File: config.mk
export PLATFORM = sky130hd
export DESIGN_NAME = star_scan_sequencer
export DESIGN_NICKNAME = d
export VERILOG_FILES = /design/src/rtl/star_scan_sequencer_pkg.sv /design/src/rtl/address_translator.sv /design/src/rtl/star_scan_sequencer.sv
export SDC_FILE = /design/constraint.sdc
export NUM_CORES = 1
export LEC_CHECK = 0
export CAP_MARGIN = 20
export CORE_ASPECT_RATIO = 1.1
export CORE_MARGIN = 2
export CORE_UTILIZATION = 52
export CTS_CLUSTER_SIZE = 24
export DETAILED_ROUTE_END_ITERATION = 10
export GPL_TIMING_DRIVEN = 0
export PLACE_DENSITY = 0.77
export SYNTH_ARGS = -nofsm -noshare
export SYNTH_HDL_FRONTEND = slang
export SYNTH_HIERARCHICAL = 1
export SYNTH_SLANG_ARGS = --single-unit
File: constraint.sdc
create_clock -name clk -period 2.7 [get_ports clk]
set_clock_uncertainty 0.05 [all_clocks]
set_input_delay 0.27 -clock clk [delete_from_list [all_inputs] [get_ports clk]]
set_output_delay 0.27 -clock clk [all_outputs]
set_load 0.03 [all_outputs]
File: src/rtl/star_scan_sequencer_pkg.sv
// ---------------------------------------------------------------------------
// star_scan_sequencer_pkg
//   Shared constants for the star scan sequencer slice: image geometry,
//   dark-pixel threshold, bus widths, FSM state encoding and the raster
//   cell-index helper used for the claimed-pixel mask.
// ---------------------------------------------------------------------------
package star_scan_sequencer_pkg;

  // Image geometry and pixel classification
  localparam int IMG_WIDTH     = 6;
  localparam int IMG_HEIGHT    = 6;
  localparam int PIX_THRESHOLD = 0;

  // Bus widths
  localparam int ADDR_W = 6;   // image RAM address
  localparam int PIX_W  = 3;   // image RAM data
  localparam int CNT_W  = 4;   // star counter, saturates at all-ones

  // FSM state encoding (kept as plain constants for legacy tools)
  localparam logic [2:0] ST_IDLE    = 3'd0;
  localparam logic [2:0] ST_ISSUE   = 3'd1;
  localparam logic [2:0] ST_CHECK   = 3'd2;
  localparam logic [2:0] ST_LAUNCH  = 3'd3;
  localparam logic [2:0] ST_MEASURE = 3'd4;
  localparam logic [2:0] ST_MARK    = 3'd5;
  localparam logic [2:0] ST_ADVANCE = 3'd6;
  localparam logic [2:0] ST_DONE    = 3'd7;

  // Row-major cell index of (x, y) in an image w columns wide
  function automatic int cellIndex(input int x, input int y, input int w);
    return y * w + x;
  endfunction

endpackage

File: src/rtl/address_translator.sv
// ---------------------------------------------------------------------------
// address_translator
//   Combinational (x, y) -> linear image RAM address, addr = y*WIDTH + x.
//
//   Ports
//     x     in   XSZ      column
//     y     in   YSZ      row
//     addr  out  ADDR_W   linear address
// ---------------------------------------------------------------------------
module address_translator
  import star_scan_sequencer_pkg::*;
#(
  parameter int XSZ   = 3,
  parameter int YSZ   = 3,
  parameter int WIDTH = IMG_WIDTH
) (
  input  logic [XSZ-1:0]    x,
  input  logic [YSZ-1:0]    y,
  output logic [ADDR_W-1:0] addr
);

  always_comb begin
    addr = ADDR_W'(int'(y) * WIDTH + int'(x));
  end

endmodule

File: src/rtl/star_scan_sequencer.sv
// ---------------------------------------------------------------------------
// star_scan_sequencer
//   Raster-scans an image held in an external RAM. Every bright pixel that is
//   not already covered by a previously measured star seeds the external
//   top/bottom measurement engine; the returned bounding rectangle is then
//   claimed cell by cell so the same star is never launched twice.
//
//   Ports
//     clk          in   1        rising-edge clock
//     reset        in   1        asynchronous, active-high reset
//     scan_go      in   1        pulse: start a full-frame scan (IDLE/DONE only)
//     pix_addr     out  6        image RAM read address, y*WIDTH+x
//     pix_val      in   3        image RAM data, one cycle after pix_addr
//     meas_start   out  1        pulse launching the measurement engine
//     meas_x/y     out  XSZ/YSZ  seed coordinate, held through the measurement
//     meas_done    in   1        engine completion (only honoured in MEASURE)
//     meas_top     in   YSZ      engine top row
//     meas_bottom  in   YSZ      engine bottom row
//     meas_right   in   XSZ      engine right-edge column
//     star_valid   out  1        pulse: star_* hold a fresh result
//     star_top     out  YSZ      latched top row
//     star_bottom  out  YSZ      latched bottom row
//     star_mid     out  XSZ      latched horizontal midpoint
//     star_count   out  4        stars found this scan, saturating
//     busy         out  1        scan in progress (not IDLE, not DONE)
//     scan_done    out  1        scan finished (DONE)
// ---------------------------------------------------------------------------
module star_scan_sequencer
  import star_scan_sequencer_pkg::*;
#(
  parameter int XSZ       = 3,
  parameter int YSZ       = 3,
  parameter int WIDTH     = IMG_WIDTH,
  parameter int HEIGHT    = IMG_HEIGHT,
  parameter int THRESHOLD = PIX_THRESHOLD
) (
  input  logic              clk,
  input  logic              reset,
  input  logic              scan_go,
  output logic [ADDR_W-1:0] pix_addr,
  input  logic [PIX_W-1:0]  pix_val,
  output logic              meas_start,
  output logic [XSZ-1:0]    meas_x,
  output logic [YSZ-1:0]    meas_y,
  input  logic              meas_done,
  input  logic [YSZ-1:0]    meas_top,
  input  logic [YSZ-1:0]    meas_bottom,
  input  logic [XSZ-1:0]    meas_right,
  output logic              star_valid,
  output logic [YSZ-1:0]    star_top,
  output logic [YSZ-1:0]    star_bottom,
  output logic [XSZ-1:0]    star_mid,
  output logic [CNT_W-1:0]  star_count,
  output logic              busy,
  output logic              scan_done
);

  localparam int               CELLS    = WIDTH * HEIGHT;
  localparam logic [XSZ-1:0]   X_LAST   = XSZ'(WIDTH - 1);
  localparam logic [YSZ-1:0]   Y_LAST   = YSZ'(HEIGHT - 1);
  localparam logic [PIX_W-1:0] THRESH_V = PIX_W'(THRESHOLD);

  logic [2:0]        state;
  logic [XSZ-1:0]    x;
  logic [YSZ-1:0]    y;
  logic [CELLS-1:0]  claimed;

  // Rectangle walker used while claiming a measured star
  logic [XSZ-1:0]    markX;
  logic [YSZ-1:0]    markY;
  logic [XSZ-1:0]    markXHi;
  logic [YSZ-1:0]    markYHi;
  logic [ADDR_W-1:0] markIdx;

  // Engine results clamped into a legal, non-empty rectangle
  logic [XSZ-1:0]    rightClamped;
  logic [YSZ-1:0]    topClamped;
  logic [YSZ-1:0]    bottomClamped;

  // One extra bit so the seed+right sum cannot wrap before halving
  logic [XSZ:0]      midSum;
  logic              brightFree;

  address_translator #(
    .XSZ   (XSZ),
    .YSZ   (YSZ),
    .WIDTH (WIDTH)
  ) u_addr (
    .x    (x),
    .y    (y),
    .addr (pix_addr)
  );

  assign busy       = (state != ST_IDLE) && (state != ST_DONE);
  assign scan_done  = (state == ST_DONE);
  assign meas_start = (state == ST_LAUNCH);

  assign midSum     = {1'b0, meas_x} + {1'b0, meas_right};
  assign markIdx    = ADDR_W'(cellIndex(int'(markX), int'(markY), WIDTH));
  assign brightFree = (pix_val > THRESH_V) && !claimed[pix_addr];

  // NOTE: every variable gets a value on every path through always_comb;
  // the defaults-then-override shape is what keeps latches out.
  always_comb begin
    rightClamped = meas_right;
    if (meas_right < meas_x) rightClamped = meas_x;
    if (rightClamped > X_LAST) rightClamped = X_LAST;

    topClamped = meas_top;
    if (meas_top > Y_LAST) topClamped = Y_LAST;

    bottomClamped = meas_bottom;
    if (meas_bottom < topClamped) bottomClamped = topClamped;
    if (bottomClamped > Y_LAST) bottomClamped = Y_LAST;
  end

  // NOTE: sequential state is updated with <= only, so every flop samples
  // the pre-edge value of its neighbours regardless of statement order.
  always_ff @(posedge clk or posedge reset) begin
    if (reset) begin
      state       <= ST_IDLE;
      x           <= '0;
      y           <= '0;
      meas_x      <= '0;
      meas_y      <= '0;
      star_valid  <= 1'b0;
      star_top    <= '0;
      star_bottom <= '0;
      star_mid    <= '0;
      star_count  <= '0;
      markX       <= '0;
      markY       <= '0;
      markXHi     <= '0;
      markYHi     <= '0;
      // NOTE: the claimed mask is a flop vector, not a RAM, so it takes the
      // async reset like any other state; it is also wiped on every scan_go.
      claimed     <= '0;
    end else begin
      star_valid <= 1'b0;

      case (state)
        ST_IDLE, ST_DONE: begin
          if (scan_go) begin
            x          <= '0;
            y          <= '0;
            star_count <= '0;
            claimed    <= '0;
            state      <= ST_ISSUE;
          end
        end

        // Address is already on pix_addr; the RAM answers next cycle
        ST_ISSUE: state <= ST_CHECK;

        ST_CHECK: begin
          if (brightFree) begin
            meas_x <= x;
            meas_y <= y;
            state  <= ST_LAUNCH;
          end else begin
            state  <= ST_ADVANCE;
          end
        end

        ST_LAUNCH: state <= ST_MEASURE;

        ST_MEASURE: begin
          if (meas_done) begin
            star_top    <= meas_top;
            star_bottom <= meas_bottom;
            star_mid    <= midSum[XSZ:1];
            star_valid  <= 1'b1;
            if (star_count != '1) star_count <= star_count + 1'b1;
            markX       <= meas_x;
            markY       <= topClamped;
            markXHi     <= rightClamped;
            markYHi     <= bottomClamped;
            state       <= ST_MARK;
          end
        end

        // Row-major walk of the clamped rectangle, one cell per cycle
        ST_MARK: begin
          claimed[markIdx] <= 1'b1;
          if (markX == markXHi) begin
            if (markY == markYHi) begin
              state <= ST_ADVANCE;
            end else begin
              markX <= meas_x;
              markY <= markY + 1'b1;
            end
          end else begin
            markX <= markX + 1'b1;
          end
        end

        ST_ADVANCE: begin
          if (x == X_LAST) begin
            if (y == Y_LAST) begin
              state <= ST_DONE;
            end else begin
              x     <= '0;
              y     <= y + 1'b1;
              state <= ST_ISSUE;
            end
          end else begin
            x     <= x + 1'b1;
            state <= ST_ISSUE;
          end
        end

        default: state <= ST_IDLE;
      endcase
    end
  end

endmodule

==> metrics.md, run 1 <==
| Metric | Value |
|---|---|
| DR iter-0 viols | about 130 |
| First-pass GRT wire length | 16,000 µm |
| Tot GR Track Use | between 20% and 30% |
| Drt wl/cell | 16.7 µm |
| CP endpoint kind | flop |
| Avg Cell Area, Syn | between 10 and 15 µm² |
| Clock tree buffer depth | 2 |
| Via Count | between 3k and 4k |
| Crit path launch type | flop |
| HPWL after detailed placement | slightly below 7000 µm |
| Fmax | ~0.35 GHz |
| PwrDens | between 1000 and 1500 nW/µm² |
| Worst R2R Setup Slack | -190 ps |
| RSZ-0062 raised after global routing | true |
| Ant. Diodes | 0 |
| Die footprint | 9090 µm² |
| Synth async-reset ratio | between 90% and 100% |
| Final period util | 107% |
| Setup CP Type | reg2reg |
| Clock power share | between 15 and 20% |
| Synth-to-Final Area Change | 25.0% |
| # fillers | roughly 630 |
| Cell area after synthesis | 4340 µm² |
| Nets | about 520 |
| Max VDD drop | 698 µV |
| DRT Wirelength | between 9000 and 10,000 µm |
| CP Max Fanout | 7 |
| Htree depth | 3 |
| CORE AREA | 8000 µm² |
| Top flop regs | claimed (36), star_count (4) |
| Inserted Clock Buffers | 9 |
| Arrival time worst endpoint | 3070 ps |
| Largest register by flop count | claimed |
| Starting density of the core | between 50% and 60% |
| Rel. slew slack | between 40 and 50% |
| Worst-path clk slew | about 80 ps |
| EDFF count, synth | 0 |
| Combinational cell fraction of total power | 54.7% |
| Num Clock Sinks | 77 |
| Vias in the first global route | 3,313 |
| Class of the worst hold path | in2async |
| LEAKAGE | roughly 2.5 nW |
| Max-Cap Viols | 0 |
| Max reg flops | 36 |
| Sw frac | a little over two fifths |
| First drt pass iteration count | 4 |
| Seq/Total Area, Yosys | 44.4% |
| Setup crit start | y[0] |
| Initial antenna violation count | 0 |
| Final GP Congestion | 0.853 |
| Residual DRC | 0 |
| Max-slew violation count | 0 |
| CP required | between 2000 and 3000 ps |
| Syn Nets | approximately 450 |
| IO Pins | 45 |
| Final core area utilization | between 60% and 70% |
| Worst hold slack | between 200 and 250 ps |
| CTS root buf | clkbuf_8 |
| Post-synth top flop | dfrtp_1 |
| Cts hold-fix bufs | 0 |
| P_int | about 3.7 mW |
| Cell row count | 34 |
| Final setup viols | 7 |
| Status | finished, violations left |
| Net Sw Power | between 2 and 3 mW |
| Violated checks | setup timing |
| Syn Inst Count | 410 |
| Buffers on Ports | 44 |
| Largest net degree at the start of global routing | slightly above 50 |
| Via density | 5.77 |
| TritonCTS clock tree | done |
| Minimum clock period | 2890 ps |
| Worst-margin pin slew | between 800 and 900 ps |
| Share of cells above drive strength 1 | between 15 and 20% |
| Synthesized flop and latch total | 77 |
| Total congestion overflow | 0 |
| Sequential Power Share | approximately 30% |
| Clk_lat worst skew | 350 ps |
| Die Y | approximately 100 µm |
| RR Startpoint | y[0] |
| Yosys warning count | 6 |
| Synth unique cells | between 50 and 60 |
| ANT nets after route | 0 |
| Fin. Hold Viols | 0 |
| PnR worst setup slack | -185 ps |
| DIE WIDTH | 91.1 µm |
==> layer usage <==
layer / routed length [µm] / share of wire, % / vias up / GRT usage (%)
met5: 0 / 0 / - / 0
met4: 133 / 1.3 / 0 / 7.93
met3: 398 / 4.0 / 11 / 4.13
met2: 4960 / 50 / 83 / 37.1
met1: 4370 / 44 / 1697 / 28.5
li1: - / - / 1614 / -
==> final cells by class <==
| class | count | area, µm² | area share (%) |
|---|---|---|---|
| flip-flops and latches | 77 | 1930 | 35.6 |
| clock inverters | 4 | 95.1 | 1.75 |
| inverters | 21 | 81.3 | 1.50 |
| plain buffers | 15 | 116 | 2.15 |
| clock buffers | 12 | 145 | 2.68 |
| multi-input cells | 297 | 2350 | 43.3 |
| well taps | 108 | 135 | 2.49 |
| repair buffers | 56 | 567 | 10.5 |
==> worst paths after layout <==
path	depth (start not counted)	end
max	10	meas_x[2]
min	2	claimed[6]
max reg2reg	10	meas_x[2]
min reg2reg	2	star_mid[2]
max in group asynchronous	3	y[2]
min in group clk	2	star_mid[2]
==> placed cells by master, fill, tap and decap left out, drive strengths merged, types with 5 or more instances in the layout <==
master / n
a31oi: 5
dfrtp: 77
nor2: 34
clkbuf: 23
mux2: 12
a22o: 38
nor3: 12
nand2: 41
xnor2: 6
a21o: 6
nand2b: 6
xor2: 11
fa: 5
buf: 16
a21oi: 16
inv: 20
clkdlybuf4s50: 41
ha: 21
nand3: 7
mux4: 6
o21ai: 27
==> Yosys cell counts, drive strengths merged, types with 2 or more instances <==
| cell | n | area share (%) |
|---|---|---|
| dfrtp | 77 | 44 |
| nand2 | 41 | 3.5 |
| a22o | 38 | 7.7 |
| nor2 | 34 | 2.9 |
| o21ai | 27 | 3.1 |
| ha | 21 | 6.1 |
| inv | 20 | 1.7 |
| a21oi | 16 | 1.8 |
| clkbuf | 12 | 2.0 |
| mux2 | 12 | 3.6 |
| nor3 | 12 | 1.4 |
| xor2 | 11 | 2.2 |
| nand3 | 7 | 1.1 |
| a21o | 6 | 1.0 |
| mux4 | 6 | 3.3 |
| nand2b | 6 | 0.87 |
| xnor2 | 6 | 1.2 |
| a31oi | 5 | 0.72 |
| fa | 5 | 2.3 |
| mux2i | 4 | 0.92 |
| nor2b | 4 | 0.58 |
| a211oi | 3 | 0.52 |
| buf | 3 | 0.69 |
| a211o | 2 | 0.40 |
| nand3b | 2 | 0.35 |
| nand4 | 2 | 0.29 |
| nor3b | 2 | 0.35 |
| nor4 | 2 | 0.29 |
| o22ai | 2 | 0.29 |
| o311ai | 2 | 0.40 |
| o31ai | 2 | 0.35 |
| or3 | 2 | 0.29 |
==> logic make-up (layout without fill, tap and decap cells) <==
logic type	Yosys count	after routing	synth area share, %
DFF	77	77	44.4
AOI/OAI and AO/OA	112	112	18.3
and+or+nand+nor	120	120	13.1
adders and majority gates	26	26	8.37
buffers and inverters	36	108	4.47
muxes	22	22	7.85
xor gates and xnor gates	17	17	3.43
==> power by group through the flow <==
stage          logic (mW)  clock network [mW]  registers [mW]
3_5_place_dp         3.33                   0            1.92
5_1_grt              3.90                1.11            1.97
6_report             3.58                1.05            1.91
2_1_floorplan        2.27                   0            2.03
3_3_place_gp         3.22                   0            1.91
4_1_cts              3.39                1.07            1.91
==> worst max-delay path, stage by stage, from the launching register on <==
cell      delay (ps)
dfrtp_2          440
ha_4             260
fa_2             560
buf_8            120
or2b_4           280
o22ai_4          110
o311ai_2         100
a41oi_2          220
buf_6            150
nand3_4          150
mux2_4           330
==> what timing repair did <==
| item | 4_1_cts | 5_1_grt |
|---|---|---|
| buffers inserted | 4 | 7 |
| pin swaps | 2 | 6 |
| resized for setup | 9 | 20 |
| endpoints found under the setup margin | 19 | 35 |
| hold endpoints to repair | 0 | 0 |
==> per-stage QoR <==
| stage | TNS [ps] | instances | area, µm² | power [mW] | worst slack [ps] |
|---|---|---|---|---|---|
| after global placement | -64920 | 562 | 4950 | 5.13 | -1050 |
| final | -1120 | 590 | 5420 | 6.55 | -185 |
| after CTS | -1490 | 583 | 5260 | 6.36 | -234 |
| after floorplan | -1850 | 410 | 4370 | 4.31 | -279 |
| after global routing | -1730 | 590 | 5420 | 6.97 | -266 |
| after detailed placement | -2630 | 563 | 4980 | 5.26 | -365 |
(Power assumes the default switching activity.)
==> run 2: changes to the inputs <==
--- a/config.mk
+++ b/config.mk
@@ -6,13 +6,15 @@
 export NUM_CORES = 1
 export LEC_CHECK = 0
 export CAP_MARGIN = 20
+export CELL_PAD_IN_SITES_DETAIL_PLACEMENT = 1
+export CELL_PAD_IN_SITES_GLOBAL_PLACEMENT = 2
 export CORE_ASPECT_RATIO = 1.1
 export CORE_MARGIN = 2
-export CORE_UTILIZATION = 52
+export CORE_UTILIZATION = 34
 export CTS_CLUSTER_SIZE = 24
 export DETAILED_ROUTE_END_ITERATION = 10
 export GPL_TIMING_DRIVEN = 0
-export PLACE_DENSITY = 0.77
+export PLACE_DENSITY_LB_ADDON = 0.1
 export SYNTH_ARGS = -nofsm -noshare
 export SYNTH_HDL_FRONTEND = slang
 export SYNTH_HIERARCHICAL = 1
==> run 2 against run 1 <==
The flow still finishes with violations (setup timing). Setup slack worse by 59 ps. Via count down 0.12%. Sequential power about the same. Final cell count up 8.1%. Non-clock buffer count down 1. Total power up 5.0%. Count of clock-buffer cells in the layout down 1. Die area up 50%. First-iteration DRC count down 45%. Critical path depth unchanged. Sequential cell count unchanged. Design area up 2.1%. Critical path type unchanged.
==> metrics.md, run 2 (synthesis gave the netlist of run 1 again) <==
| Metric | Value |
|---|---|
| Status | finished, violations left |
| Violated checks | setup timing |
| Vias in the first global route | 3,583 (+8.1%) |
| Largest register by flop count | claimed |
| CP required | 2870 ps (about the same) |
| Fin. Hold Viols | 0 (unchanged) |
| Final setup viols | 7 (unchanged) |
| Clk_lat worst skew | 340 ps (about the same) |
| GRT met2 Usage | 29.6% (-7.5 points) |
| Inserted Clock Buffers | 9 (unchanged) |
| Class of the worst hold path | in2async |
| Fin Setup TNS | -1520 ps (-402 ps) |
| CORE AREA | 12,500 µm² (+57%) |
| RSZ-0062 raised after global routing | true |
| Largest net degree at the start of global routing | 69 (+35%) |
| HPWL after detailed placement | 8060 µm (+16%) |
| Layout Cells excl Fill | 638 (+8.1%) |
| Arrival time worst endpoint | 3120 ps (+50 ps) |
| Max-Cap Viols | 0 (unchanged) |
| PnR worst setup slack | -244 ps (-58.7 ps) |
| Worst hold slack | 129 ps (-78.6 ps) |
| TritonCTS clock tree | done |
| Die footprint | 13,700 µm² (+50%) |
| LEAKAGE | 2.50 nW (+1.2%) |
| Net Sw Power | 2.96 mW (+4.0%) |
| Clock power share | 19.8% (+3.7 points) |
| Fmax | 0.340 GHz (-2.0%) |
| P_int | 3.92 mW (+5.7%) |
| Met3 usage | 3.16% (-0.97 points) |
| Final period util | 109% (+2.2 points) |
| Synth-to-Final Area Change | 27.5% |
| Cell row count | 43 (+26%) |
| GR Util met1 | 21.4% (-7.1 points) |
| Max VDD drop | 432 µV (-38%) |
| DP Cell Count | 612 (+8.7%) |
| Leading cell type in the layout, fill and taps excluded | dfrtp_1 |
| Cts hold-fix bufs | 0 (unchanged) |
| First drt pass iteration count | 4 (unchanged) |
| ANT nets after route | 0 (unchanged) |
| Top flop regs | claimed (36), star_count (4) |
| Drt wl/cell | 17.5 µm (+4.7%) |
| Sw frac | 43.0% (-0.39 points) |
| Setup CP Type | reg2reg |
| PwrDens | 1240 nW/µm² (+2.9%) |
| Initial antenna violation count | 0 (unchanged) |
| Worst-margin pin slew | 785 ps (-50.1 ps) |
| Max-slew violation count | 0 (unchanged) |
| Residual DRC | 0 (unchanged) |
| Most frequent cells in the layout | dfrtp_1, nand2_1, clkdlybuf4s50_1 |
| Final GP Congestion | 0.764 (-10%) |
| Clock tree buffer depth | 2 (unchanged) |
| Sequential Power Share | 27.9% (-1.3 points) |
| First-pass GRT wire length | 18,400 µm (+15%) |
| Worst-path clk slew | 60 ps (-20 ps) |
| Combinational cell fraction of total power | 52.2% (-2.5 points) |
| DRT Wirelength | 11,200 µm (+13%) |
| Starting density of the core | 34.6% (-20 points) |
| Max reg flops | 36 (unchanged) |
| IO Pins | 45 (unchanged) |
| Nets | 518 (-0.19%) |
| Rel. slew slack | 47.3% (+3.5 points) |
| Share of cells above drive strength 1 | 16.4% (+0.034 points) |
| Total congestion overflow | 0 (unchanged) |
| Post-placement setup slack | -457 ps (-91.6 ps) |
| Buffers on Ports | 44 (unchanged) |
| CP endpoint kind | flop |
| CP Max Fanout | 8 (+1) |
| DIE WIDTH | 112 µm (+23%) |
| Via density | 5.33 (-7.6%) |
| Crit path launch type | flop |
| GR peak layer | met2 |
| Htree depth | 3 (unchanged) |
| Die Y | 122 µm (+23%) |
| Num Clock Sinks | 77 (unchanged) |
| Tot GR Track Use | 17.1% (-4.9 points) |
| Design area | 5530 µm² (+2.1%) |
| Via Count | 3,401 (-0.12%) |
| Minimum clock period | 2940 ps (+58.7 ps) |
| Ant. Diodes | 0 (unchanged) |
| Placed cell areas | 5040 µm² (+1.2%) |
| DR iter-0 viols | 73 (-45%) |
| CTS root buf | clkbuf_16 |
==> run 2: cell types whose count changed in the layout (fill, tap and decap cells not counted), sizes merged <==
cell	before	now
buf	16	15
bufinv	3	2
clkdlybuf4s15	2	1
clkinvlp	0	1
inv	20	21
==> run 2: through the flow <==
stage / total power [mW] / utilization, %
2_1_floorplan: 4.31 / -
3_3_place_gp: 5.28 / 40.0
3_5_place_dp: 5.38 / 40.2
4_1_cts: 6.82 / 43.3
5_1_grt: 7.41 / 44.1
6_report: 6.88 / 44.1
==> run 2: final timing paths <==
| path | startpoint | endpoint | slack [ps] | cells past startpoint |
|---|---|---|---|---|
| worst max-delay path | y[1] | meas_x[2] | -240 | 10 |
| worst min-delay path | reset | star_valid | 130 | 2 |
| worst max register to register | y[1] | meas_x[2] | -240 | 10 |
| worst min register to register | star_mid[2] | star_mid[2] | 430 | 2 |
| max in group asynchronous | reset | y[1] | 1860 | 3 |
| min in group clk | star_mid[2] | star_mid[2] | 430 | 2 |
==> run 2: layer usage <==
metal,vias to the layer above,share of wire [%]
met3,10,2.5
met5,-,0
li1,1618,-
met2,40,50
met1,1733,46
met4,0,1.3
==> run 2: cell type report <==
| cell class | instances | area [µm²] |
|---|---|---|
| inverters | 21 | 81.3 |
| flip-flops and latches | 77 | 1930 |
| clock inverters | 5 | 81.3 |
| repair buffers | 55 | 542 |
| multi-input cells | 297 | 2330 |
| well taps | 157 | 196 |
| plain buffers | 15 | 116 |
| fillers | 1403 | 7010 |
| clock buffers | 11 | 253 |
==> run 2: power by group through the flow <==
| stage | sequential [mW] | clock, mW | combinational (mW) |
|---|---|---|---|
| after floorplan | 2.03 | 0 | 2.27 |
| after global placement | 1.93 | 0 | 3.35 |
| after detailed placement | 1.95 | 0 | 3.43 |
| after CTS | 1.93 | 1.40 | 3.49 |
| after global routing | 2.00 | 1.44 | 3.97 |
| final | 1.92 | 1.36 | 3.59 |
==> run 2: critical path, cell delays in order, from the launching register on <==
cell and delay [ps]:
dfrtp_2 430, ha_4 250, fa_2 560, buf_8 130
or2b_4 290, o22ai_4 110, o221ai_2 130, a41oi_2 230
buf_6 150, nand3_4 150, mux2_4 340
==> run 2: repair_timing <==
item | 4_1_cts | 5_1_grt
pin swaps | 2 | 5
setup buffers | 4 | 6
cloned | 0 | 0
endpoints found under the setup margin | 19 | 35
gates resized for setup | 11 | 16
==> run 3: changes to the inputs <==
--- a/config.mk
+++ b/config.mk
@@ -10,7 +10,7 @@
 export CELL_PAD_IN_SITES_GLOBAL_PLACEMENT = 2
 export CORE_ASPECT_RATIO = 1.1
 export CORE_MARGIN = 2
-export CORE_UTILIZATION = 34
+export CORE_UTILIZATION = 40
 export CTS_CLUSTER_SIZE = 24
 export DETAILED_ROUTE_END_ITERATION = 10
 export GPL_TIMING_DRIVEN = 0
==> constraint.sdc (replaced) <==
create_clock -name clk -period 3.6 [get_ports clk]
set_clock_uncertainty 0.05 [all_clocks]
set_input_delay 0.36 -clock clk [delete_from_list [all_inputs] [get_ports clk]]
set_output_delay 0.36 -clock clk [all_outputs]
set_load 0.03 [all_outputs]
==> run 3 against run 2 <==
The flow now finishes without violations. Utilization increased by 6.3 points. Setup slack gained 570 ps. Register-to-register slack improved by 600 ps.
==> metrics.md, run 3 (synthesis gave the netlist of run 1 again) <==
| Metric | Value |
|---|---|
| Largest net degree at the start of global routing | 41 (-41%) |
| Max reg flops | 36 (unchanged) |
| Fmax | slightly above 0.3 GHz |
| Residual DRC | 0 (unchanged) |
| Final core area utilization | 50.4% (+6.3 points) |
| First-pass GRT wire length | 18,100 µm (-1.8%) |
| Max VDD drop | 442 µV (+2.3%) |
| Inserted Clock Buffers | 9 (unchanged) |
| Most frequent cells in the layout | dfrtp_1, clkdlybuf4s50_1, nand2_1 |
| Setup CP Type | reg2out |
| # resized after CTS | 0 (-11) |
| CP Max Fanout | 8 (unchanged) |
| DP Cell Count | 598 (-2.3%) |
| CORE AREA | 10,500 µm² (-16%) |
| Clock tree buffer depth | 2 (unchanged) |
| LEAKAGE | 2.41 nW (-3.5%) |
| Total power | 4.91 mW (-29%) |
| Vias in the first global route | 3,589 (+0.17%) |
| DRT Wirelength | 10,600 µm (-4.7%) |
| Tot GR Track Use | 20.2% (+3.2 points) |
| Cts hold-fix bufs | 0 (unchanged) |
| Via Count | 3,345 (-1.6%) |
| CP endpoint kind | output port |
| Die Y | 113 µm (-7.6%) |
| Class of the worst hold path | in2async |
| Htree depth | 3 (unchanged) |
| Post-placement setup slack | 316 ps (+773 ps) |
| CP required | 3190 ps (+320 ps) |
| Rel. slew slack | 41.5% (-5.7 points) |
| Worst-path clk slew | 60 ps (about the same) |
| Starting density of the core | 41.3% (+6.7 points) |
| Design area | 5290 µm² (-4.4%) |
| Final period util | between 90% and 100% |
| Setup Fix Bufs, Post-CTS | 0 (-4) |
| Num Clock Sinks | 77 (unchanged) |
| DR iter-0 viols | 90 (+23%) |
| Crit-path max cell delay | 770 ps (+210 ps) |
| Fin Setup TNS | 0 ps (+1520 ps) |
| Total congestion overflow | 0 (unchanged) |
| Ant. Diodes | 0 (unchanged) |
| Slowest stage cell, crit path | clkdlybuf4s50_1 |
| Synth-to-Final Area Change | 21.9% |
| DIE WIDTH | 103 µm (-7.5%) |
| Nets | 508 (-1.9%) |
| Arrival time worst endpoint | 2870 ps (-250 ps) |
| Final GP Congestion | 0.776 (+1.6%) |
| Cell row count | 39 (-9.3%) |
| Layout Cells excl Fill | 614 (-3.8%) |
| Top flop regs | claimed (36), star_count (4) |
| Minimum clock period | 3280 ps |
| Clk_lat worst skew | 340 ps (about the same) |
| PnR worst setup slack | 325 ps (+569 ps) |
| Initial antenna violation count | 0 (unchanged) |
| Via density | 5.45 (+2.2%) |
| Status | finished, final reports clean |
| TritonCTS clock tree | done |
| RSZ-0062 raised after global routing | false |
| HPWL after detailed placement | 7850 µm (-2.6%) |
| Critical path's top delay family | adder cells |
| Placed cell areas | 4980 µm² (-1.2%) |
| RR Startpoint | y[1] |
| PwrDens | 929 nW/µm² (-25%) |
| Drt wl/cell | 17.3 µm (-0.97%) |
| Worst R2R Setup Slack | 360 ps (+600 ps) |
| R2R Path End | meas_x[0] |
| WP buf/inv | 1 (-1) |
| Max-slew violation count | 0 (unchanged) |
| ANT nets after route | 0 (unchanged) |
| Final setup viols | 0 (-7) |
| Worst hold slack | 360 ps (+231 ps) |
| Largest register by flop count | claimed |
| Reg2Reg Depth | 9 (-1) |
| Share of cells above drive strength 1 | 9.98% (-6.4 points) |
| Die footprint | 11,700 µm² (-15%) |
| Setup crit start | y[1] |
| Buffers on Ports | 44 (unchanged) |
| CTS root buf | clkbuf_16 |
| Max-Cap Viols | 0 (unchanged) |
| Worst-margin pin slew | 869 ps (+83.7 ps) |
| Fin. Hold Viols | 0 (unchanged) |
| IO Pins | 45 (unchanged) |
| Leading cell type in the layout, fill and taps excluded | dfrtp_1 |
| CP Cell Sequence | ha_1 > fa_1 > nand2_1 > xnor2_1 > clkdlybuf4s50_1 |
| First drt pass iteration count | 4 (unchanged) |
| Crit path launch type | flop |
==> run 3: cell types whose count changed in the layout (fill, tap and decap cells not counted), moves of 3 or more <==
cell             delta
buf_4               -9
clkdlybuf4s50_1     +3
dfrtp_1             +3
dfrtp_2             -3
nor2_1              +3
nor2_2              -3
==> run 3: final cells by class <==
class                           count  area [µm²]
Clock inverter                      5        65.1
Sequential cell                    77        1930
Timing Repair Buffer               45         460
Clock buffer                       11         243
Inverter                           21        81.3
Multi-Input combinational cell    297        2220
Fill cell                        1173        5200
Tap cell                          143         179
Buffer                             15         115
==> run 3: worst max-delay path by stage <==
stage | to | cells past startpoint
2_1_floorplan | meas_y[1] | 9
3_3_place_gp | claimed[6] | 2
3_5_place_dp | meas_y[1] | 9
4_1_cts | pix_addr[4] | 5
5_1_grt | meas_x[1] | 9
6_report | pix_addr[4] | 5
==> run 3: per-layer routing <==
layer  GRT usage [%]  share of wire (%)  vias to the layer above
li1                -                  -                     1602
met1            25.8                 45                     1685
met2            35.0                 52                       53
met3            3.52                2.3                        5
met4            5.53               0.75                        0
met5               0                  0                        -
==> run 3: report_power, final <==
part / internal, mW / switching [mW] / leakage, nW
Combinational: 1.03 / 1.50 / 1.23
Sequential: 1.17 / 0.268 / 1.03
Clock: 0.565 / 0.372 / 0.151
